**src/rtl/led_button_ctrl.sv**
```systemverilog
// led_button_ctrl: synchronised, debounced buttons cycling per-LED
// off/on/blink/inverse-blink modes; each LED is its mode state OR its switch.
// Ports: clk, rst (sync, active-high); btn raw buttons; sw raw switches;
//   led pins (board polarity, registered); btn_level debounced state;
//   btn_press / btn_long / blink_tick one-cycle pulses.
// Option: define LED_CTRL_LONGPRESS_EN for long-press detection (mode -> OFF).
module led_button_ctrl #(
  parameter int N_LED           = 6,
  parameter int N_BTN           = 5,
  parameter int DEBOUNCE_CYCLES = 270000,
  parameter int BLINK_HALF      = 27000000,
  parameter bit BTN_ACTIVE_LOW  = 1'b1,
  parameter bit LED_ACTIVE_LOW  = 1'b1,
  parameter int LONG_CYCLES     = 27000000
) (
  input  logic             clk,
  input  logic             rst,
  input  logic [N_BTN-1:0] btn,
  input  logic [N_LED-1:0] sw,
  output logic [N_LED-1:0] led,
  output logic [N_BTN-1:0] btn_level,
  output logic [N_BTN-1:0] btn_press,
  output logic [N_BTN-1:0] btn_long,
  output logic             blink_tick
);

  typedef enum logic [1:0] {
    M_OFF, M_ON, M_BLINK, M_INV
  } mode_t;

  localparam int DW = $clog2(DEBOUNCE_CYCLES);
  localparam int BW = $clog2(BLINK_HALF);
  localparam logic [DW-1:0] DB_MAX = DW'(DEBOUNCE_CYCLES - 1);
  localparam logic [BW-1:0] BL_MAX = BW'(BLINK_HALF - 1);

  logic [N_BTN-1:0] btn_m, btn_q, s;
  logic [N_LED-1:0] sw_m, sw_q;
  logic [DW-1:0]    db_cnt [N_BTN];
  logic [N_BTN-1:0] press_nxt, long_nxt;
  logic [BW-1:0]    bcnt;
  logic             blink, b_wrap;
  mode_t            mode [N_LED];
  logic [N_LED-1:0] adv, clr, lit;

  always_ff @(posedge clk) begin
    if (rst) begin
      btn_m <= '0;
      btn_q <= '0;
      sw_m  <= '0;
      sw_q  <= '0;
    end else begin
      btn_m <= btn;
      btn_q <= btn_m;
      sw_m  <= sw;
      sw_q  <= sw_m;
    end
  end

  assign s = BTN_ACTIVE_LOW ? ~btn_q : btn_q;

  // A press fires on the sample that completes a stable run toward 1.
  always_comb begin
    press_nxt = '0;
    for (int i = 0; i < N_BTN; i++)
      press_nxt[i] = s[i] & ~btn_level[i] & (db_cnt[i] == DB_MAX);
  end

  always_ff @(posedge clk) begin
    if (rst) begin
      btn_level <= '0;
      btn_press <= '0;
      for (int i = 0; i < N_BTN; i++)
        db_cnt[i] <= '0;
    end else begin
      btn_press <= press_nxt;
      for (int i = 0; i < N_BTN; i++) begin
        if (s[i] == btn_level[i]) begin
          db_cnt[i] <= '0;
        end else if (db_cnt[i] == DB_MAX) begin
          btn_level[i] <= s[i];
          db_cnt[i]    <= '0;
        end else begin
          db_cnt[i] <= db_cnt[i] + 1'b1;
        end
      end
    end
  end

`ifdef LED_CTRL_LONGPRESS_EN
  localparam int LW = $clog2(LONG_CYCLES);
  localparam logic [LW-1:0] LG_PRE = LW'(LONG_CYCLES - 2);
  localparam logic [LW-1:0] LG_MAX = LW'(LONG_CYCLES - 1);

  logic [LW-1:0] hold [N_BTN];

  // Hold counter saturates at LONG_CYCLES-1, so one pulse per hold.
  always_comb begin
    long_nxt = '0;
    for (int i = 0; i < N_BTN; i++)
      long_nxt[i] = btn_level[i] & (hold[i] == LG_PRE);
  end

  always_ff @(posedge clk) begin
    if (rst) begin
      btn_long <= '0;
      for (int i = 0; i < N_BTN; i++)
        hold[i] <= '0;
    end else begin
      btn_long <= long_nxt;
      for (int i = 0; i < N_BTN; i++) begin
        if (!btn_level[i])
          hold[i] <= '0;
        else if (hold[i] != LG_MAX)
          hold[i] <= hold[i] + 1'b1;
      end
    end
  end
`else
  localparam int unused_long_cycles = LONG_CYCLES;
  assign long_nxt = '0;
  assign btn_long = '0;
`endif

  assign b_wrap = (bcnt == BL_MAX);

  always_ff @(posedge clk) begin
    if (rst) begin
      bcnt       <= '0;
      blink      <= 1'b0;
      blink_tick <= 1'b0;
    end else begin
      blink_tick <= b_wrap;
      if (b_wrap) begin
        bcnt  <= '0;
        blink <= ~blink;
      end else begin
        bcnt <= bcnt + 1'b1;
      end
    end
  end

  // LEDs without a button never advance.
  for (genvar i = 0; i < N_LED; i++) begin : g_map
    if (i < N_BTN) begin : g_btn
      assign adv[i] = press_nxt[i];
      assign clr[i] = long_nxt[i];
    end else begin : g_nobtn
      assign adv[i] = 1'b0;
      assign clr[i] = 1'b0;
    end
  end

  always_ff @(posedge clk) begin
    if (rst) begin
      for (int i = 0; i < N_LED; i++)
        mode[i] <= M_OFF;
    end else begin
      for (int i = 0; i < N_LED; i++) begin
        if (clr[i])
          mode[i] <= M_OFF;
        else if (adv[i])
          mode[i] <= mode_t'(mode[i] + 2'd1);
      end
    end
  end

  always_comb begin
    lit = '0;
    for (int i = 0; i < N_LED; i++) begin
      unique case (mode[i])
        M_ON:    lit[i] = 1'b1;
        M_BLINK: lit[i] = sw_q[i] | blink;
        M_INV:   lit[i] = sw_q[i] | ~blink;
        default: lit[i] = sw_q[i];
      endcase
    end
  end

  always_ff @(posedge clk) begin
    if (rst)
      led <= LED_ACTIVE_LOW ? '1 : '0;
    else
      led <= LED_ACTIVE_LOW ? ~lit : lit;
  end

endmodule
```
**config.mk**
```make
export PLATFORM = sky130hd
export DESIGN_NAME = led_button_ctrl
export DESIGN_NICKNAME = d
export VERILOG_FILES = /design/src/rtl/led_button_ctrl.sv
export SDC_FILE = /design/constraint.sdc
export NUM_CORES = 1
export LEC_CHECK = 0
export CAP_MARGIN = 10
export CORE_ASPECT_RATIO = 2
export CORE_MARGIN = 3
export CORE_UTILIZATION = 52
export DETAILED_ROUTE_END_ITERATION = 7
export HOLD_SLACK_MARGIN = 0.08
export PLACE_DENSITY = 0.72
export SYNTH_ARGS = -nofsm -noshare
export SYNTH_HDL_FRONTEND = slang
export SYNTH_SLANG_ARGS = --single-unit
```
**constraint.sdc**
```tcl
create_clock -name clk -period 2.1 [get_ports clk]
set_input_delay 0.42 -clock clk [delete_from_list [all_inputs] [get_ports clk]]
set_output_delay 0.42 -clock clk [all_outputs]
set_load 0.01 [all_outputs]
```
==> out/qor.tcl <==
set qor(wl_mm) 16.0
set qor(drv_slew) 0
set qor(design.core.area_um2) 15800
set qor(max-vdd-ir-drop_uv) 556
set qor(post_synth.cell_area_avg_um2) 10.3
set qor(insertedDiodeCount) 0
set qor(clock_insertion_delay_worst_skew_ps) 430
set qor(cts_made_buffers) 17
set qor(hold_path.class) {in -> reg}
set qor(routed_wire_length_per_instance_um) 13.6
set qor(cellInternalPower_mw) 5.62
set qor(netlist_top_cells_area) {sky130_fd_sc_hd__edfxtp_1, sky130_fd_sc_hd__dfxtp_1, sky130_fd_sc_hd__nor2_1}
set qor(most_common_flop_cell_mapped_by_yosys) {sky130_fd_sc_hd__edfxtp_1}
set qor(worst-path-max-fanout) 4
set qor(cts.htree.levels) 4
set qor(clkSinkCount) 170
set qor(synth.ff_latch_count) 170
set qor(grtUsageMet1_pct) 20.6
set qor(clock-skew-final_ps) 10.8
set qor(synth-async-reset-ratio_pct) 0
set qor(timing.critical_path.to_type) {flop}
set qor(dieWidth_um) 95.7
set qor(synth_area_um2) 8370
set qor(core.rowCount) 65
set qor(drv_cap) 0
set qor(layout_worst_path_cycle_share_pct) 96.2
set qor(layout.cells.most_common) {sky130_fd_sc_hd__nor2_1}
set qor(count_of_final_hold_check_violations) 0
set qor(tritoncts) {done}
set qor(clk_transition_reported_paths_ps) 60
set qor(iteration_0_drc_count_of_the_detailed_router) 232
set qor(synth-warning-count) 0
set qor(worstSetupStartpointType) {flop}
set qor(rsz_0062_raised_after_global_routing) {no}
set qor(power_frac_seq_pct) 52.2
set qor(initial_utilization_pct) 53.1
set qor(syn2layout_area_growth_pct) 19.4
set qor(total_power_mw) 7.42
set qor(fmax_mhz) 495
set qor(firstDrtPassIters) 4
set qor(post-route-min-period_ps) 2020
set qor(netSwitchingFraction_pct) 24.2
set qor(critical_path_arrival_ps) 2280
set qor(place.port_buffers) 29
set qor(layout-drive-gt1-share_pct) 8.62
set qor(detailed_placer_s_ending_hpwl_mm) 11.9
set qor(die_h_um) 185
set qor(grt-ovfl-total) 0
set qor(run_status) {finished, final reports clean}
set qor(nets) 995
set qor(synth_enable_flop_cells) 105
set qor(detail_route.drc_violations) 0
set qor(route.detailed.vias_per_inst) 5.20
set qor(setup_viols_final) 0
set qor(gpl.final_weighted_congestion) 0.806
set qor(p_leak_nw) 3.64
set qor(synth_seq_area_share_pct) 53.2
set qor(most-common-layout-cells) {sky130_fd_sc_hd__nor2_1, sky130_fd_sc_hd__edfxtp_1, sky130_fd_sc_hd__conb_1}
set qor(path_class) {reg -> reg}
set qor(antenna_left) 0
set qor(grtUsageMet3_pct) 3.36
set qor(share_comb_of_total_power_pct) 6.4
set qor(grt.met2_usage_pct) 36.3
set qor(cts_buffer_depth) 2
set qor(grt_pass1_vias) 6022
set qor(synthDominantCellAreaShare_pct) 37.7
set qor(groute.usage.overall_pct) 19.5
set qor(initial_antenna_violation_count) 0
set qor(globalRoute.busiestLayer) {met2}
set qor(netlist.top_cell.by_area) {sky130_fd_sc_hd__edfxtp_1}
set qor(post_cts_hold_buffer_count) 0
set qor(grt_pass1_wl_mm) 27.1
set qor(largest_net_degree_at_the_start_of_global_routing) 26
set qor(yosysUniqueCellTypes) 49
set qor(p_switching_mw) 1.80
set qor(finalSetupTns_ps) 0
set qor(clockPowerShare_pct) 41.4
set qor(synth_cells) 814
set qor(floorplan.die_area_um2) 17800
set qor(required_time_of_the_worst_setup_path_ps) 2360
set qor(fillCellCount) 1326
set qor(detailroute.via_count) 6110
set qor(cts_root_buffer) {sky130_fd_sc_hd__clkbuf_16}
set qor(design.portCount) 35
set qor(power_density_nw_per_um2) 742
metal layers:
| metal | part of all wire [%] | vias to the layer above |
|---|---|---|
| li1 | - | 3135 |
| met1 | 38 | 2881 |
| met2 | 56 | 64 |
| met3 | 2.0 | 30 |
| met4 | 3.5 | 0 |
| met5 | 0 | - |
final timing paths:
path | start | cells after the start | slack (ps) | end
hold / removal | rst | 2 | 390 | btn_q[4]$_SDFF_PP0_
hold reg to reg | sw_q[5]$_SDFF_PP0_ | 1 | 410 | led[5]$_SDFF_PP1_
setup / recovery | db_cnt[2][1]$_SDFFCE_PN0P_ | 5 | 80 | db_cnt[2][18]$_SDFFCE_PN0P_
setup reg to reg | db_cnt[2][1]$_SDFFCE_PN0P_ | 5 | 80 | db_cnt[2][18]$_SDFFCE_PN0P_
power by group through the flow:
stage | Clock, mW | Sequential (mW) | Combinational [mW]
global route | 3.27 | 3.90 | 0.547
detailed placement | 0 | 3.95 | 0.471
CTS | 3.14 | 3.87 | 0.476
finish | 3.07 | 3.87 | 0.478
global placement | 0 | 3.94 | 0.460
floorplan | 0 | 3.90 | 0.330
synthesized netlist by cell type, drive strengths merged (22+ instances only):
cell type / instances
nor2: 112
edfxtp: 105
dfxtp: 65
xor2: 48
nand3: 44
nand4: 41
xnor2: 37
a21oi: 36
nand2: 36
inv: 35
o21ai: 28
and4: 23
nor2b: 22
flip-flops by register name, indices dropped and copies added, names as in the netlist, 5 cells and up:
register and flops:
sw_m 6, btn_level 5, btn_press 5, mode 10, sw_q 6, db_cnt 95, btn_q 5, led 6
bcnt 25, btn_m 5
kinds of logic after synthesis:
logic type | after synthesis | share of synthesized area (%)
buffers and inverters | 68 | 3.60
and+or+nand+nor | 381 | 24.8
AOI/OAI and AO/OA | 87 | 6.26
other | 2 | 0.0897
adders and majority gates | 21 | 3.14
xor gates and xnor gates | 85 | 8.89
DFF | 170 | 53.2
worst max-delay path, stage by stage, from the launching register on:
cell and delay, ps:
sky130_fd_sc_hd__edfxtp_1 400, sky130_fd_sc_hd__ha_2 230, sky130_fd_sc_hd__nand4_1 130, sky130_fd_sc_hd__or4_1 550, sky130_fd_sc_hd__or3_1 360, sky130_fd_sc_hd__a21oi_1 190
final cells by class:
class / instances / area, um2 / share of cell area [%]
sequential: 170 / 4450 / 44.5
inverter: 35 / 131 / 1.31
clock buffer: 17 / 425 / 4.25
clock inverter: 15 / 153 / 1.53
tap: 201 / 251 / 2.52
timing repair buffer: 63 / 591 / 5.91
multi-input combinational: 674 / 3990 / 39.9
timing repair:
item / CTS / global route
setup buffers: 0 / 1
resized for setup: 0 / 2
endpoints found under the setup margin: 0 / 3
stage by stage:
| stage | hold WS (ps) | utilization (%) | cells | worst slack [ps] | area [um2] |
|---|---|---|---|---|---|
| 2_1_floorplan | 352 | - | 912 | 121 | 8740 |
| 3_3_place_gp | 402 | 59.6 | 1142 | 184 | 9410 |
| 3_5_place_dp | 400 | 59.6 | 1142 | 91.3 | 9410 |
| 4_1_cts | 382 | 63.3 | 1174 | 22.2 | 9980 |
| 5_1_grt | 403 | 63.4 | 1175 | 0.812 | 10000 |
| 6_report | 392 | 63.4 | 1175 | 79.5 | 10000 |
Note: power is estimated with default switching activity, not from simulation.
